--- config.mk ---
export PLATFORM = sky130hd
export DESIGN_NAME = pll_phase_shift_ctrl
export DESIGN_NICKNAME = d
export VERILOG_FILES = /design/src/rtl/pll_phase_pkg.sv /design/src/rtl/pll_sync2.sv /design/src/rtl/pll_phase_shift_ctrl.sv
export SDC_FILE = /design/constraint.sdc
export NUM_CORES = 1
export LEC_CHECK = 0
export CORE_ASPECT_RATIO = 0.75
export CORE_MARGIN = 2
export CORE_UTILIZATION = 60
export CTS_CLUSTER_DIAMETER = 80
export CTS_CLUSTER_SIZE = 12
export DETAILED_ROUTE_END_ITERATION = 7
export HOLD_SLACK_MARGIN = 0.03
export PLACE_DENSITY = 0.8
export SKIP_CTS_REPAIR_TIMING = 1
export SLEW_MARGIN = 20
export SYNTH_ARGS = -nofsm -noshare
export SYNTH_HDL_FRONTEND = slang
export SYNTH_SLANG_ARGS = --single-unit
--- constraint.sdc ---
create_clock -name scanclk -period 6.1 [get_ports scanclk]
set_clock_uncertainty 0.1 [all_clocks]
set_input_delay 1.83 -clock scanclk [delete_from_list [all_inputs] [get_ports scanclk]]
set_output_delay 1.83 -clock scanclk [all_outputs]
set_load 0.005 [all_outputs]
--- src/rtl/pll_phase_pkg.sv ---
// Shared types and helpers for the PLL dynamic phase-shift controller.
package pll_phase_pkg;

    typedef enum logic [2:0] {
        S_IDLE,
        S_SETUP,
        S_PULSE,
        S_WAIT_LO,
        S_WAIT_HI,
        S_NEXT
    } state_e;

    localparam logic [1:0] ERR_NONE = 2'd0;
    localparam logic [1:0] ERR_IDX  = 2'd1;
    localparam logic [1:0] ERR_TMO  = 2'd2;
    localparam logic [1:0] ERR_LOCK = 2'd3;

    function automatic int unsigned chunk_min(input int unsigned rem,
                                              input int unsigned cap);
        return (rem < cap) ? rem : cap;
    endfunction

endpackage

--- src/rtl/pll_sync2.sv ---
// Two-flop synchroniser with synchronous active-high reset.
module pll_sync2 (
    input  logic clk_i,
    input  logic rst_i,
    input  logic d_i,
    output logic q_o
);

    logic meta_q;

    always_ff @(posedge clk_i) begin
        if (rst_i) begin
            meta_q <= 1'b0;
            q_o    <= 1'b0;
        end else begin
            meta_q <= d_i;
            q_o    <= meta_q;
        end
    end

endmodule

--- src/rtl/pll_phase_shift_ctrl.sv ---
// Splits signed phase-shift requests into PLL-sized chunks, runs the
// phase_en/phase_done exchange and tracks a per-counter phase position.
module pll_phase_shift_ctrl
    import pll_phase_pkg::*;
#(
    parameter int N_CNT        = 5,
    parameter int CNTSEL_W     = 5,
    parameter int NSHIFT_W     = 3,
    parameter int STEP_W       = 16,
    parameter int ACC_W        = 20,
    parameter int PHASE_EN_CYC = 2,
    parameter int DONE_TIMEOUT = 1023
) (
    input  logic                scanclk,
    input  logic                rst,
    input  logic                req_valid,
    output logic                req_ready,
    input  logic [CNTSEL_W-1:0] req_cnt,
    input  logic [STEP_W-1:0]   req_steps,
    input  logic                pll_locked,
    output logic [CNTSEL_W-1:0] cntsel,
    output logic [NSHIFT_W-1:0] num_phase_shifts,
    output logic                updn,
    output logic                phase_en,
    input  logic                phase_done,
    output logic                busy,
    output logic                done_p,
    output logic                err_p,
    output logic [1:0]          err_code,
    input  logic [CNTSEL_W-1:0] pos_sel,
    output logic [ACC_W-1:0]    pos_o
);

    localparam int PW = (PHASE_EN_CYC > 1) ? $clog2(PHASE_EN_CYC) : 1;
    localparam int TW = (DONE_TIMEOUT > 1) ? $clog2(DONE_TIMEOUT) : 1;
    localparam int unsigned CAP = (2 ** NSHIFT_W) - 1;
    localparam logic [CNTSEL_W-1:0] NCNT_L = CNTSEL_W'(N_CNT);

    state_e state_q, state_d;
    logic [CNTSEL_W-1:0] idx_q, idx_d, cntsel_q, cntsel_d;
    logic [NSHIFT_W-1:0] nps_q, nps_d;
    logic dir_q, dir_d, updn_q, updn_d;
    logic [STEP_W-1:0] rem_q, rem_d;
    logic [PW-1:0] pcnt_q, pcnt_d;
    logic [TW-1:0] tmr_q, tmr_d;
    logic done_q, done_d, err_q, err_d;
    logic [1:0] code_q, code_d;
    logic acc_en;
    logic pd_s, lk_s;
    logic [ACC_W-1:0] acc_q [N_CNT];

    pll_sync2 u_sync_pd (
        .clk_i (scanclk),
        .rst_i (rst),
        .d_i   (phase_done),
        .q_o   (pd_s)
    );

    pll_sync2 u_sync_lk (
        .clk_i (scanclk),
        .rst_i (rst),
        .d_i   (pll_locked),
        .q_o   (lk_s)
    );

    always_comb begin
        state_d  = state_q;
        idx_d    = idx_q;
        cntsel_d = cntsel_q;
        nps_d    = nps_q;
        dir_d    = dir_q;
        updn_d   = updn_q;
        rem_d    = rem_q;
        pcnt_d   = pcnt_q;
        tmr_d    = tmr_q;
        code_d   = code_q;
        done_d   = 1'b0;
        err_d    = 1'b0;
        acc_en   = 1'b0;
        unique case (state_q)
            S_IDLE: begin
                if (req_valid) begin
                    if (req_cnt >= NCNT_L) begin
                        err_d  = 1'b1;
                        code_d = ERR_IDX;
                    end else if (req_steps == '0) begin
                        done_d = 1'b1;
                        code_d = ERR_NONE;
                    end else begin
                        idx_d   = req_cnt;
                        dir_d   = ~req_steps[STEP_W-1];
                        rem_d   = req_steps[STEP_W-1]
                                ? (~req_steps + STEP_W'(1)) : req_steps;
                        state_d = S_SETUP;
                    end
                end
            end
            S_SETUP: begin
                cntsel_d = idx_q;
                updn_d   = dir_q;
                nps_d    = NSHIFT_W'(chunk_min(32'(rem_q), CAP));
                pcnt_d   = '0;
                state_d  = S_PULSE;
            end
            S_PULSE: begin
                if (pcnt_q == PW'(PHASE_EN_CYC - 1)) begin
                    tmr_d   = '0;
                    state_d = S_WAIT_LO;
                end else begin
                    pcnt_d = pcnt_q + PW'(1);
                end
            end
            S_WAIT_LO: begin
                if (!pd_s) begin
                    tmr_d   = '0;
                    state_d = S_WAIT_HI;
                end else if (tmr_q == TW'(DONE_TIMEOUT - 1)) begin
                    err_d   = 1'b1;
                    code_d  = ERR_TMO;
                    state_d = S_IDLE;
                end else begin
                    tmr_d = tmr_q + TW'(1);
                end
            end
            S_WAIT_HI: begin
                if (pd_s) begin
                    rem_d   = rem_q - STEP_W'(nps_q);
                    acc_en  = 1'b1;
                    state_d = S_NEXT;
                end else if (tmr_q == TW'(DONE_TIMEOUT - 1)) begin
                    err_d   = 1'b1;
                    code_d  = ERR_TMO;
                    state_d = S_IDLE;
                end else begin
                    tmr_d = tmr_q + TW'(1);
                end
            end
            S_NEXT: begin
                if (rem_q == '0) begin
                    done_d  = 1'b1;
                    code_d  = ERR_NONE;
                    state_d = S_IDLE;
                end else begin
                    state_d = S_SETUP;
                end
            end
            default: state_d = S_IDLE;
        endcase
        // Lock loss overrides any in-flight progress, including a completing chunk.
        if (state_q != S_IDLE && !lk_s) begin
            state_d = S_IDLE;
            done_d  = 1'b0;
            err_d   = 1'b1;
            code_d  = ERR_LOCK;
            acc_en  = 1'b0;
        end
    end

    always_ff @(posedge scanclk) begin
        if (rst) begin
            state_q  <= S_IDLE;
            idx_q    <= '0;
            cntsel_q <= '0;
            nps_q    <= '0;
            dir_q    <= 1'b0;
            updn_q   <= 1'b0;
            rem_q    <= '0;
            pcnt_q   <= '0;
            tmr_q    <= '0;
            done_q   <= 1'b0;
            err_q    <= 1'b0;
            code_q   <= ERR_NONE;
            for (int i = 0; i < N_CNT; i++) acc_q[i] <= '0;
        end else begin
            state_q  <= state_d;
            idx_q    <= idx_d;
            cntsel_q <= cntsel_d;
            nps_q    <= nps_d;
            dir_q    <= dir_d;
            updn_q   <= updn_d;
            rem_q    <= rem_d;
            pcnt_q   <= pcnt_d;
            tmr_q    <= tmr_d;
            done_q   <= done_d;
            err_q    <= err_d;
            code_q   <= code_d;
            for (int i = 0; i < N_CNT; i++) begin
                if (acc_en && idx_q == CNTSEL_W'(i)) begin
                    acc_q[i] <= dir_q ? acc_q[i] + ACC_W'(nps_q)
                                      : acc_q[i] - ACC_W'(nps_q);
                end
            end
        end
    end

    always_comb begin
        pos_o = '0;
        for (int i = 0; i < N_CNT; i++) begin
            if (pos_sel == CNTSEL_W'(i)) pos_o = acc_q[i];
        end
    end

    assign busy             = (state_q != S_IDLE);
    assign req_ready        = ~busy;
    assign phase_en         = (state_q == S_PULSE) && lk_s;
    assign cntsel           = cntsel_q;
    assign num_phase_shifts = nps_q;
    assign updn             = updn_q;
    assign done_p           = done_q;
    assign err_p            = err_q;
    assign err_code         = code_q;

endmodule
==> flow_summary.json <==
{
  "status": "finished clean",
  "ys.flop_type": "edfxtp_1",
  "via_per_inst": 6.527,
  "hold_class": "register to register",
  "initial_core_util_pct": 61.85,
  "synth_cell_types": 87,
  "cts_tree": "built",
  "vias": 11070,
  "critPathKind": "primary input to primary output",
  "cts_buffers": 17,
  "drt-total-wl_mm": 32.74,
  "htree_levels": 4,
  "yosysTopAreaCell": "edfxtp_1",
  "synth_edf_count": 100,
  "cap_viol_max_count": 0,
  "fp.dieArea_um2": 21310,
  "setup_viol": 0,
  "syn_inst": 1387,
  "cp.depth": 6,
  "clockPowerShare_pct": 32.5,
  "tightest_slew_ps": 1044,
  "syn_nets": 1527,
  "period_minus_slack_ps": 6016,
  "synth.avg_cell_area_um2": 8.715,
  "worst_setup_path_end_kind": "primary output",
  "ys_top_cells_by_area": "edfxtp_1 25%, ha_1 11%, dfxtp_1 8.8%",
  "insertion_delay_ps": 440,
  "dpl_cell_area_um2": 12990,
  "drive_gt1_share_pct": 6.791,
  "crit_slowest_cell": "clkdlybuf4s50_1",
  "dp_cells": 1664,
  "drt_iter0_drc": 1149,
  "syn_area_um2": 12090,
  "grt_first_pass_wirelength_mm": 52.56,
  "crit_buf_inv": 3,
  "mostFrequentLayoutCell": "nor2_1",
  "setup_ws_ps": 83.77,
  "p_comb_share_pct": 32.1,
  "num_io_pins": 67,
  "grt_pass1_vias": 10270,
  "antenna_cells": 0,
  "first_pass_iters": 6,
  "internal-power_mw": 2.187,
  "relSlewSlack_pct": 30.26,
  "finalCritPeriodShare_pct": 98.63,
  "antenna_found_initial": 0,
  "seq_area_frac_synth_pct": 33.62,
  "clockRootBuffer": "clkbuf_16",
  "synth_warnings": 0,
  "place_ws_ps": 47.19,
  "layout.cells.most_common_list": "177 x nor2_1, 103 x ha_1, 100 x nand2_1, 100 x edfxtp_1, 98 x a21oi_1",
  "hold_depth": 1,
  "final-hold-violation-count": 0,
  "fin_hold_ws_ps": 347.0,
  "regToRegSetupSlack_ps": 1790,
  "grt_start_max_net_pins": 76,
  "hpwl_mm": 24.31,
  "ir_worst_vdd_mv": 0.1901,
  "cp.required_ps": 4170,
  "min_to": "u_sync_lk.q_o",
  "overflow": 0,
  "p_total_mw": 3.360,
  "stdcell_count": 1696,
  "p_leak_nw": 5.248,
  "slowest_delay_ps": 540,
  "cp_max_fo": 14,
  "ys_ff_latch": 153,
  "hp-start": "u_sync_lk.meta_q",
  "wl_per_cell_um": 19.30,
  "area_delta_synth_final_pct": 12.68,
  "clock_sinks": 153,
  "async_reset_ff_share_pct": 0,
  "pwr-share-seq_pct": 35.4,
  "start_kind": "primary input",
  "cts_max_path_buffers": 2,
  "p_per_area_nw_per_um2": 246.7,
  "rows": 44,
  "ff2ff_path_depth": 12,
  "crit_family": "buffers and inverters",
  "fmax_ghz": 0.1662,
  "r2r_start": "num_phase_shifts[0]",
  "ant_nets": 0,
  "path_clk_slew_ps": 70,
  "cpMostUsedCell": "clkdlybuf4s50_1",
  "drc": 0,
  "design_area_um2": 13620,
  "crit_chain": "clkdlybuf4s50_1, or3_1, or3b_2, buf_4, a31oi_2, clkdlybuf4s50_1",
  "synth_top_area_share_pct": 24.84,
  "slew_viol_final": 0,
  "io_buffers": 66,
  "worst_ep_arrival_time_ps": 4090,
  "die_x_um": 167.9,
  "netSwitchingPower_mw": 1.173,
  "grtUsageTotal_pct": 30.91,
  "r2r-end": "acc_q[0][99]",
  "gp_congestion": 0.9396,
  "power_switching_share_pct": 34.91,
  "die_h_um": 126.9,
  "finalNetCount": 1570,
  "coreArea_um2": 19540
}
==> metal layers <==
layer	routed length [um]	global-route usage, %
met1	14590	42.93
met2	13910	46.86
met3	3527	8.955
met4	707	9.412
met5	0	0
==> flip-flops by register name, indices dropped and copies added, names as in the netlist <==
signal,cells
state_q,3
err_p,1
u_sync_lk.q_o,1
cntsel,5
tmr_q,10
u_sync_pd.q_o,1
done_p,1
num_phase_shifts,3
rem_q,16
updn,1
dir_q,1
err_code,2
u_sync_lk.meta_q,1
idx_q,5
pcnt_q,1
acc_q,100
u_sync_pd.meta_q,1
==> cells by family after synthesis <==
kind of cell	synth area share, %
mux	0.8488
compound gates	25.32
xor+xnor	6.883
simple gates	18.02
fa+ha+maj	11.66
buf+inv	3.654
flops	33.62
==> cells in the mapped netlist, types with 7 or more instances <==
master	n
o21bai_1	12
nor2_1	178
edfxtp_1	100
mux2i_1	8
and3_1	9
or3_1	11
xor2_1	48
a22oi_1	41
xnor2_1	47
dfxtp_1	53
nand2b_1	11
o21ai_0	84
a31oi_1	36
a211oi_1	29
a21oi_1	98
o21a_1	22
o211ai_1	17
inv_1	49
ha_1	103
a21o_1	33
buf_2	10
nand4_1	16
clkbuf_1	44
o31a_1	7
nand3_1	28
nor4_1	11
nand2_1	101
nor3_1	30
nor2b_1	23
==> power groups by stage <==
stage,logic [mW],clock network [mW],registers (mW)
3_3_place_gp,1.03,0,1.21
6_report,1.08,1.09,1.19
4_1_cts,1.06,1.10,1.19
3_5_place_dp,1.05,0,1.21
5_1_grt,1.19,1.13,1.19
2_1_floorplan,0.810,0,1.18
==> worst reg2reg max path, cell delays in order (launching register included) <==
cell and delay [ps]:
dfxtp_1 570, inv_1 160, ha_1 230, ha_1 200
nor2_4 600, ha_1 460, a211oi_1 310, o21ai_0 130
o221ai_1 550, a21oi_1 150, a211oi_1 380, xnor2_1 170
nor2_1 60
==> stage by stage <==
| stage | utilization (%) | setup TNS, ps |
|---|---|---|
| after global placement | 66.45 | 0 |
| after global routing | 69.69 | -23.08 |
| after detailed placement | 66.45 | 0 |
| after floorplan | - | 0 |
| final | 69.69 | 0 |
| after CTS | 69.55 | 0 |
==> how the worst max path moves through the flow <==
| stage | startpoint | to | slack [ps] |
|---|---|---|---|
| global placement | pos_sel[4] | pos_o[4] | 90 |
| floorplan | pos_sel[4] | pos_o[10] | 860 |
| CTS | pos_sel[4] | pos_o[0] | 30 |
| finish | pos_sel[4] | pos_o[5] | 80 |
| detailed placement | pos_sel[4] | pos_o[0] | 50 |
| global route | pos_sel[4] | pos_o[0] | -20 |
==> final cells by class <==
type,count,area (um2)
fill,1552,5923
multi-input combinational,1126,7649
timing repair buffer,82,797.0
clock buffer,21,504.2
clock inverter,11,101.3
sequential,153,4064
inverter,50,188.9
tap,253,316.6
No activity file was read; power rests on OpenSTA's default activity.
